### config.mk
export PLATFORM = sky130hd
export DESIGN_NAME = imem_loader
export DESIGN_NICKNAME = d
export VERILOG_FILES = /design/src/rtl/imem_loader_pkg.sv /design/src/rtl/imem_byte_packer.sv /design/src/rtl/imem_loader.sv
export SDC_FILE = /design/constraint.sdc
export NUM_CORES = 1
export LEC_CHECK = 0
export CAP_MARGIN = 15
export CORE_ASPECT_RATIO = 0.9
export CORE_MARGIN = 1
export CORE_UTILIZATION = 51
export CTS_BUF_LIST = sky130_fd_sc_hd__clkbuf_2 sky130_fd_sc_hd__clkbuf_4 sky130_fd_sc_hd__clkbuf_8
export DETAILED_ROUTE_END_ITERATION = 8
export PLACE_DENSITY = 0.73
export RECOVER_POWER = 100
export SYNTH_ARGS = -nofsm -noshare
export SYNTH_HDL_FRONTEND = slang
export SYNTH_SLANG_ARGS = --single-unit
### constraint.sdc
create_clock -name clk -period 6.7 [get_ports clk]
set_input_delay 1.34 -clock clk [delete_from_list [all_inputs] [get_ports clk]]
set_output_delay 1.34 -clock clk [all_outputs]
set_load 0.1 [all_outputs]
### src/rtl/imem_loader_pkg.sv
// Shared definitions for the IMEM byte-stream loader: memory geometry,
// header length and loader state encodings.
package imem_loader_pkg;

    localparam int IMEM_WORDLENGTH = 32;
    localparam int IMEM_CELLSIZE   = 8;
    localparam int IMEM_SIZE_BYTES = 1024;

    // The length header is one little-endian word, i.e. one byte per lane.
    localparam int HDR_BYTES = IMEM_WORDLENGTH / IMEM_CELLSIZE;

    typedef enum logic [2:0] {
        ST_IDLE  = 3'd0,
        ST_LEN   = 3'd1,
        ST_DATA  = 3'd2,
        ST_WRITE = 3'd3,
        ST_CSUM  = 3'd4,
        ST_DONE  = 3'd5,
        ST_ERROR = 3'd6
    } loader_state_e;

    // States in which the loader accepts stream bytes.
    function automatic logic accepts_bytes(input loader_state_e s);
        return (s == ST_LEN) || (s == ST_DATA) || (s == ST_CSUM);
    endfunction

endpackage

### src/rtl/imem_byte_packer.sv
// Little-endian byte-to-word assembler. Tracks which lane the next byte
// lands in and flags the byte that completes a word.
module imem_byte_packer #(
    parameter int CELLSIZE = 8,
    parameter int LANES    = 4
) (
    input  logic                         clk,
    input  logic                         reset,
    input  logic                         clear,
    input  logic                         byte_en,
    input  logic [CELLSIZE-1:0]          byte_in,
    output logic [CELLSIZE*LANES-1:0]    word_next,
    output logic                         word_full
);

    localparam int IDX_W  = $clog2(LANES);
    localparam int WORD_W = CELLSIZE * LANES;

    logic [IDX_W-1:0]  idx_q, idx_d;
    logic [WORD_W-1:0] word_q, word_d;

    // Merge the incoming byte into its lane; the completed word is visible
    // combinationally on the cycle its last byte arrives.
    always_comb begin
        word_next = word_q;
        word_next[idx_q*CELLSIZE +: CELLSIZE] = byte_in;
        word_full = byte_en && (idx_q == IDX_W'(LANES - 1));
        idx_d     = idx_q;
        word_d    = word_q;
        if (clear) begin
            idx_d  = '0;
            word_d = '0;
        end else if (byte_en) begin
            idx_d  = idx_q + 1'b1;
            word_d = word_next;
        end
    end

    // Lane index and partial word registers.
    always_ff @(posedge clk or negedge reset) begin
        if (!reset) begin
            idx_q  <= '0;
            word_q <= '0;
        end else begin
            idx_q  <= idx_d;
            word_q <= word_d;
        end
    end

endmodule

### src/rtl/imem_loader.sv
// Framed byte-stream loader for instruction memory. Holds the CPU in reset
// while a session runs and reports a sticky done or error at the end.
//
// state    | meaning
// ---------+---------------------------------------------------------
// IDLE     | no session since reset; waiting for start
// LEN      | collecting the 4-byte little-endian word count N
// DATA     | collecting the 4 bytes of the next payload word
// WRITE    | one-cycle word write strobe to IMEM
// CSUM     | waiting for the XOR checksum byte
// DONE     | load completed with matching checksum; waits for start
// ERROR    | length overflow or checksum mismatch; waits for start
module imem_loader
    import imem_loader_pkg::*;
#(
    parameter int WORDLENGTH = IMEM_WORDLENGTH,
    parameter int CELLSIZE   = IMEM_CELLSIZE,
    parameter int IMEM_SIZE  = IMEM_SIZE_BYTES,
    parameter int BASE_ADDR  = 0
) (
    input  logic                  clk,
    input  logic                  reset,
    input  logic                  start,
    input  logic [CELLSIZE-1:0]   in_data,
    input  logic                  in_valid,
    output logic                  in_ready,
    output logic                  imem_we,
    output logic [WORDLENGTH-1:0] imem_addr,
    output logic [WORDLENGTH-1:0] imem_wdata,
    output logic                  cpu_hold,
    output logic                  done,
    output logic                  error
);

    localparam logic [WORDLENGTH-1:0] ADDR_BASE = WORDLENGTH'(BASE_ADDR);
    localparam logic [WORDLENGTH-1:0] ADDR_STEP = WORDLENGTH'(WORDLENGTH / CELLSIZE);
    // Compared at full word width so an absurd header cannot wrap into range.
    localparam logic [WORDLENGTH-1:0] MAX_WORDS = WORDLENGTH'((IMEM_SIZE - BASE_ADDR) / 4);

    loader_state_e         state_q, state_d;
    logic [WORDLENGTH-1:0] remain_q, remain_d;
    logic [WORDLENGTH-1:0] addr_q, addr_d;
    logic [WORDLENGTH-1:0] wdata_q, wdata_d;
    logic [CELLSIZE-1:0]   csum_q, csum_d;
    logic                  hold_q, hold_d;
    logic                  done_q, done_d;
    logic                  error_q, error_d;
    logic                  in_ready_q, in_ready_d;
    logic                  we_q, we_d;

    logic                  xfer;
    logic                  pack_clear;
    logic                  pack_en;
    logic [WORDLENGTH-1:0] pack_word;
    logic                  pack_full;

    assign xfer    = in_valid && in_ready_q;
    assign pack_en = xfer && ((state_q == ST_LEN) || (state_q == ST_DATA));

    imem_byte_packer #(
        .CELLSIZE (CELLSIZE),
        .LANES    (HDR_BYTES)
    ) u_packer (
        .clk       (clk),
        .reset     (reset),
        .clear     (pack_clear),
        .byte_en   (pack_en),
        .byte_in   (in_data),
        .word_next (pack_word),
        .word_full (pack_full)
    );

    // Next-state and next-output logic; outputs are registered from the
    // next state so they line up with the state they describe.
    always_comb begin
        state_d    = state_q;
        remain_d   = remain_q;
        addr_d     = addr_q;
        wdata_d    = wdata_q;
        csum_d     = csum_q;
        hold_d     = hold_q;
        done_d     = done_q;
        error_d    = error_q;
        pack_clear = 1'b0;

        unique case (state_q)
            ST_IDLE, ST_DONE, ST_ERROR: begin
                if (start) begin
                    done_d     = 1'b0;
                    error_d    = 1'b0;
                    csum_d     = '0;
                    addr_d     = ADDR_BASE;
                    pack_clear = 1'b1;
                    hold_d     = 1'b1;
                    state_d    = ST_LEN;
                end
            end
            ST_LEN: begin
                if (pack_full) begin
                    remain_d = pack_word;
                    if (pack_word > MAX_WORDS) begin
                        error_d = 1'b1;
                        hold_d  = 1'b0;
                        state_d = ST_ERROR;
                    end else if (pack_word == '0) begin
                        state_d = ST_CSUM;
                    end else begin
                        state_d = ST_DATA;
                    end
                end
            end
            ST_DATA: begin
                if (xfer) begin
                    csum_d = csum_q ^ in_data;
                end
                if (pack_full) begin
                    wdata_d = pack_word;
                    state_d = ST_WRITE;
                end
            end
            ST_WRITE: begin
                addr_d   = addr_q + ADDR_STEP;
                remain_d = remain_q - WORDLENGTH'(1);
                state_d  = (remain_q == WORDLENGTH'(1)) ? ST_CSUM : ST_DATA;
            end
            ST_CSUM: begin
                if (xfer) begin
                    hold_d = 1'b0;
                    if (in_data == csum_q) begin
                        done_d  = 1'b1;
                        state_d = ST_DONE;
                    end else begin
                        error_d = 1'b1;
                        state_d = ST_ERROR;
                    end
                end
            end
            default: begin
                hold_d  = 1'b0;
                state_d = ST_IDLE;
            end
        endcase

        in_ready_d = accepts_bytes(state_d);
        we_d       = (state_d == ST_WRITE);
    end

    // Loader FSM and registered outputs.
    always_ff @(posedge clk or negedge reset) begin
        if (!reset) begin
            state_q    <= ST_IDLE;
            remain_q   <= '0;
            addr_q     <= ADDR_BASE;
            wdata_q    <= '0;
            csum_q     <= '0;
            hold_q     <= 1'b0;
            done_q     <= 1'b0;
            error_q    <= 1'b0;
            in_ready_q <= 1'b0;
            we_q       <= 1'b0;
        end else begin
            state_q    <= state_d;
            remain_q   <= remain_d;
            addr_q     <= addr_d;
            wdata_q    <= wdata_d;
            csum_q     <= csum_d;
            hold_q     <= hold_d;
            done_q     <= done_d;
            error_q    <= error_d;
            in_ready_q <= in_ready_d;
            we_q       <= we_d;
        end
    end

    assign in_ready   = in_ready_q;
    assign imem_we    = we_q;
    assign imem_addr  = addr_q;
    assign imem_wdata = wdata_q;
    assign cpu_hold   = hold_q;
    assign done       = done_q;
    assign error      = error_q;

endmodule

==> impl_metrics.toml <==
[run_status]
status = "finished with violations"
violations = "capacitance limit, slew limit"

[worst_setup_path]
r2r-end = "remain_q[31]"
arrival_ns = 5.54
max_stage_delay_ns = 0.80
r2r_start = "state_q[1]"
critPathCaptureType = "flop"
reg2reg_slack_ns = 2.29
critPathRequiredTime_ns = 7.09
worstSetupStartpointType = "input pin"
crit_path_top_delay_cell = "nor3_1"
reg2reg_depth = 10
critical_path_class = "input pin to flop"
critPathMaxFanout = 51
crit_chain = "dlygate4sd3_1, nand2_1, nor3_1, buf_4, nand2_1, nor3_1, clkbuf_1, nor2_1, a211oi_1, a21oi_1, a21oi_1"

[global_routing]
grt_pass1_wl_mm = 31.3
antenna_found_initial = 0
grt_pass1_vias = 5984
track_usage = 0.278
overflow = 0
grt_max_degree = 74

[sta]
tightest_slew_ns = 3.86
clock_skew_ns = 0.0123
whs_ns = 0.475
fmax_ghz = 0.194
final_max_slew_viol_count = 164
finalSetupTns_ns = 0
finalCritPeriodShare = 0.769
min_period_ns = 5.15
relSlewSlack = -1.57
rsz0062_at_grt = "no"
hold_viol = 0
setup_viol = 0

[yosys]
synthTopCellsByArea = "dfrtp_1 49%, nand2_1 5.1%, o21ai_0 5.0%"
ys_seq_area_frac = 0.492
ys_warn_count = 0
synthMuxAreaShare = 0.00547
synth-main-ff-cell = "dfrtp_1"
async_reset_ff_frac = 1.00
synth-simple-area-share = 0.217
syn_avg_cell_area_um2 = 9.14
postSynthCellCount = 801
synth_enable_flop_cells = 0
synth_largest_area_cell = "dfrtp_1"
synth_top_family_by_area = "simple AND/OR/NAND/NOR gates"
synth_area_mm2 = 0.00732
yosys.cell_types.count = 74
synth_compound_area_frac = 0.211
synth-xor-area-share = 0.0251
ys_ff_latch = 144
synth.top_cell.area_share = 0.492
synthAdderAreaFrac = 0.0137

[floorplan]
ios = 81
die_area_mm2 = 0.0148
die_h_um = 116
coreArea_mm2 = 0.0140
start_util = 0.523
num_rows = 41
die_w_um = 128

[layout]
fin_nets = 878
antennaDiodeCount = 0
design_area_mm2 = 0.00859
fin_util = 0.614
layout-drive-gt1-share = 0.0700
area_growth_pct = 17.3

[route]
via_count = 6431
drt-initial-drc-count = 558
ant_nets = 0
via_per_inst = 6.04
wl_per_cell_um = 18.4
drc = 0
drt_wl_total_mm = 19.5
drt_first_pass_iters = 5

[power]
power_uw = 3460
max-vdd-ir-drop_mv = 0.330
leakage_uw = 0.00365
p_per_area_mw_per_mm2 = 402

[clock_tree]
clk_path_buf_depth = 2
cts_tree = "yes"
cts_resized = 0
htreeDepth = 4
postCtsHoldBufs = 0
numCtsBuffers = 17
cts.sinks = 144
clk_pin_slew_ns = 0.08
cts-root-buf = "clkbuf_8"
cts_setup_buffers = 0
clkLatencyLatePin_ns = 0.46

[place]
dpl.hpwl_mm = 13.3
routabilityCongestion = 0.944
placed_area_mm2 = 0.00823
port_buffers = 78

[worst_hold_path]
min_from = "imem_wdata[8]"
min_to = "imem_wdata[8]"
worst_hold_path_type = "flop to flop"
holdPathStages = 2

[run]
cap_violations = 3
==> routing by layer <==
metal | vias up | track usage | wire (um)
li1 | 3023 | - | -
met1 | 3156 | 0.395 | 8980
met2 | 227 | 0.422 | 9000
met3 | 25 | 0.0633 | 1180
met4 | 0 | 0.0941 | 365
met5 | - | 0 | 0
==> sequential cells by signal, indices dropped and copies added (netlist names) <==
| signal | count |
|---|---|
| cpu_hold | 1 |
| imem_addr | 30 |
| remain_q | 32 |
| error | 1 |
| in_ready | 1 |
| u_packer.idx_q | 2 |
| state_q | 3 |
| imem_we | 1 |
| imem_wdata | 32 |
| u_packer.word_q | 32 |
| done | 1 |
| csum_q | 8 |
==> worst max path at each step <==
stage	startpoint	slack (ns)	end	cells after the start
final	in_valid	1.55	remain_q[31]	11
after global placement	in_valid	1.99	in_ready	10
after CTS	in_valid	2.31	remain_q[17]	9
after global routing	reset	1.17	imem_addr[28]	2
after detailed placement	in_valid	1.86	in_ready	10
after floorplan	in_data[2]	3.63	in_ready	9
==> cell usage after synthesis, types with 3 or more instances <==
| cell type | n |
|---|---|
| o221a_2 | 4 |
| nand3b_1 | 4 |
| inv_1 | 12 |
| mux2i_1 | 4 |
| o31ai_1 | 5 |
| nor4_1 | 13 |
| ha_1 | 8 |
| nand2_1 | 100 |
| xnor2_1 | 3 |
| dfrtp_1 | 144 |
| nor3_1 | 17 |
| buf_4 | 3 |
| o311ai_0 | 6 |
| and3_1 | 8 |
| nor2_1 | 79 |
| a31oi_1 | 16 |
| a211oi_1 | 31 |
| a21oi_1 | 43 |
| nand3_1 | 29 |
| clkbuf_1 | 41 |
| o22ai_1 | 4 |
| buf_1 | 6 |
| nor2b_1 | 25 |
| or3_1 | 6 |
| o211ai_1 | 12 |
| nand4_1 | 10 |
| xor2_1 | 18 |
| o221ai_1 | 4 |
| a31o_2 | 4 |
| a22oi_1 | 12 |
| o21ai_0 | 73 |
==> report_power, final <==
group / switching [uW] / internal (uW)
Clock: 343 / 360
Sequential: 236 / 1100
Combinational: 984 / 436
Total: 1560 / 1890
==> final cells by class <==
| type | count | area [um2] |
|---|---|---|
| Fill cell | 1199 | 5410 |
| Tap cell | 193 | 241 |
| Inverter | 14 | 52.6 |
| Sequential cell | 144 | 3600 |
| Multi-Input combinational cell | 592 | 3440 |
| Timing Repair Buffer | 89 | 842 |
| Clock inverter | 12 | 134 |
| Clock buffer | 20 | 275 |
==> critical path: cells and delay by family <==
| kind | cells | cell delay [ns] |
|---|---|---|
| compound gates | 3 | 0.52 |
| buf+inv | 3 | 1.83 |
| simple gates | 5 | 1.85 |
==> through the flow <==
| step | worst slack, ns | std cells |
|---|---|---|
| 2_1_floorplan | 3.63 | 802 |
| 3_3_place_gp | 1.99 | 1031 |
| 3_5_place_dp | 1.86 | 1031 |
| 4_1_cts | 2.31 | 1063 |
| 5_1_grt | 1.17 | 1064 |
| 6_report | 1.55 | 1064 |
==> layout by cell type (no fill, tap or decap), types with 3 or more instances in the layout <==
master           count
a22oi_1             12
nand2_1            101
dlygate4sd3_1       71
o221a_2              4
or3_1                6
nand3_1             29
o22ai_1              4
o311ai_0             6
o31ai_1              5
nor4_1              13
nor3_1              18
inv_1               12
nor2b_1             25
nand4_1             10
o211ai_1            12
clkinvlp_4           5
a211oi_1            31
clkbuf_1             5
dfrtp_1            144
a21oi_1             43
nand3b_1             4
o221ai_1             4
xor2_1              18
xnor2_1              3
a31oi_1             16
clkbuf_8            20
mux2i_1              4
a31o_2               4
clkdlybuf4s50_1      6
nor2_1              78
o21ai_0             74
ha_1                 8
and3_1               8
buf_4                7
==> cells by family after synthesis <==
logic type | Yosys count
AO/OA/AOI/OAI | 238
XOR/XNOR | 21
adder cells (fa/ha/maj) | 8
buffers and inverters | 66
flip-flops | 144
multiplexers | 4
other | 1
AND/OR/NAND/NOR | 319
No activity file was read; power rests on OpenSTA's default activity.
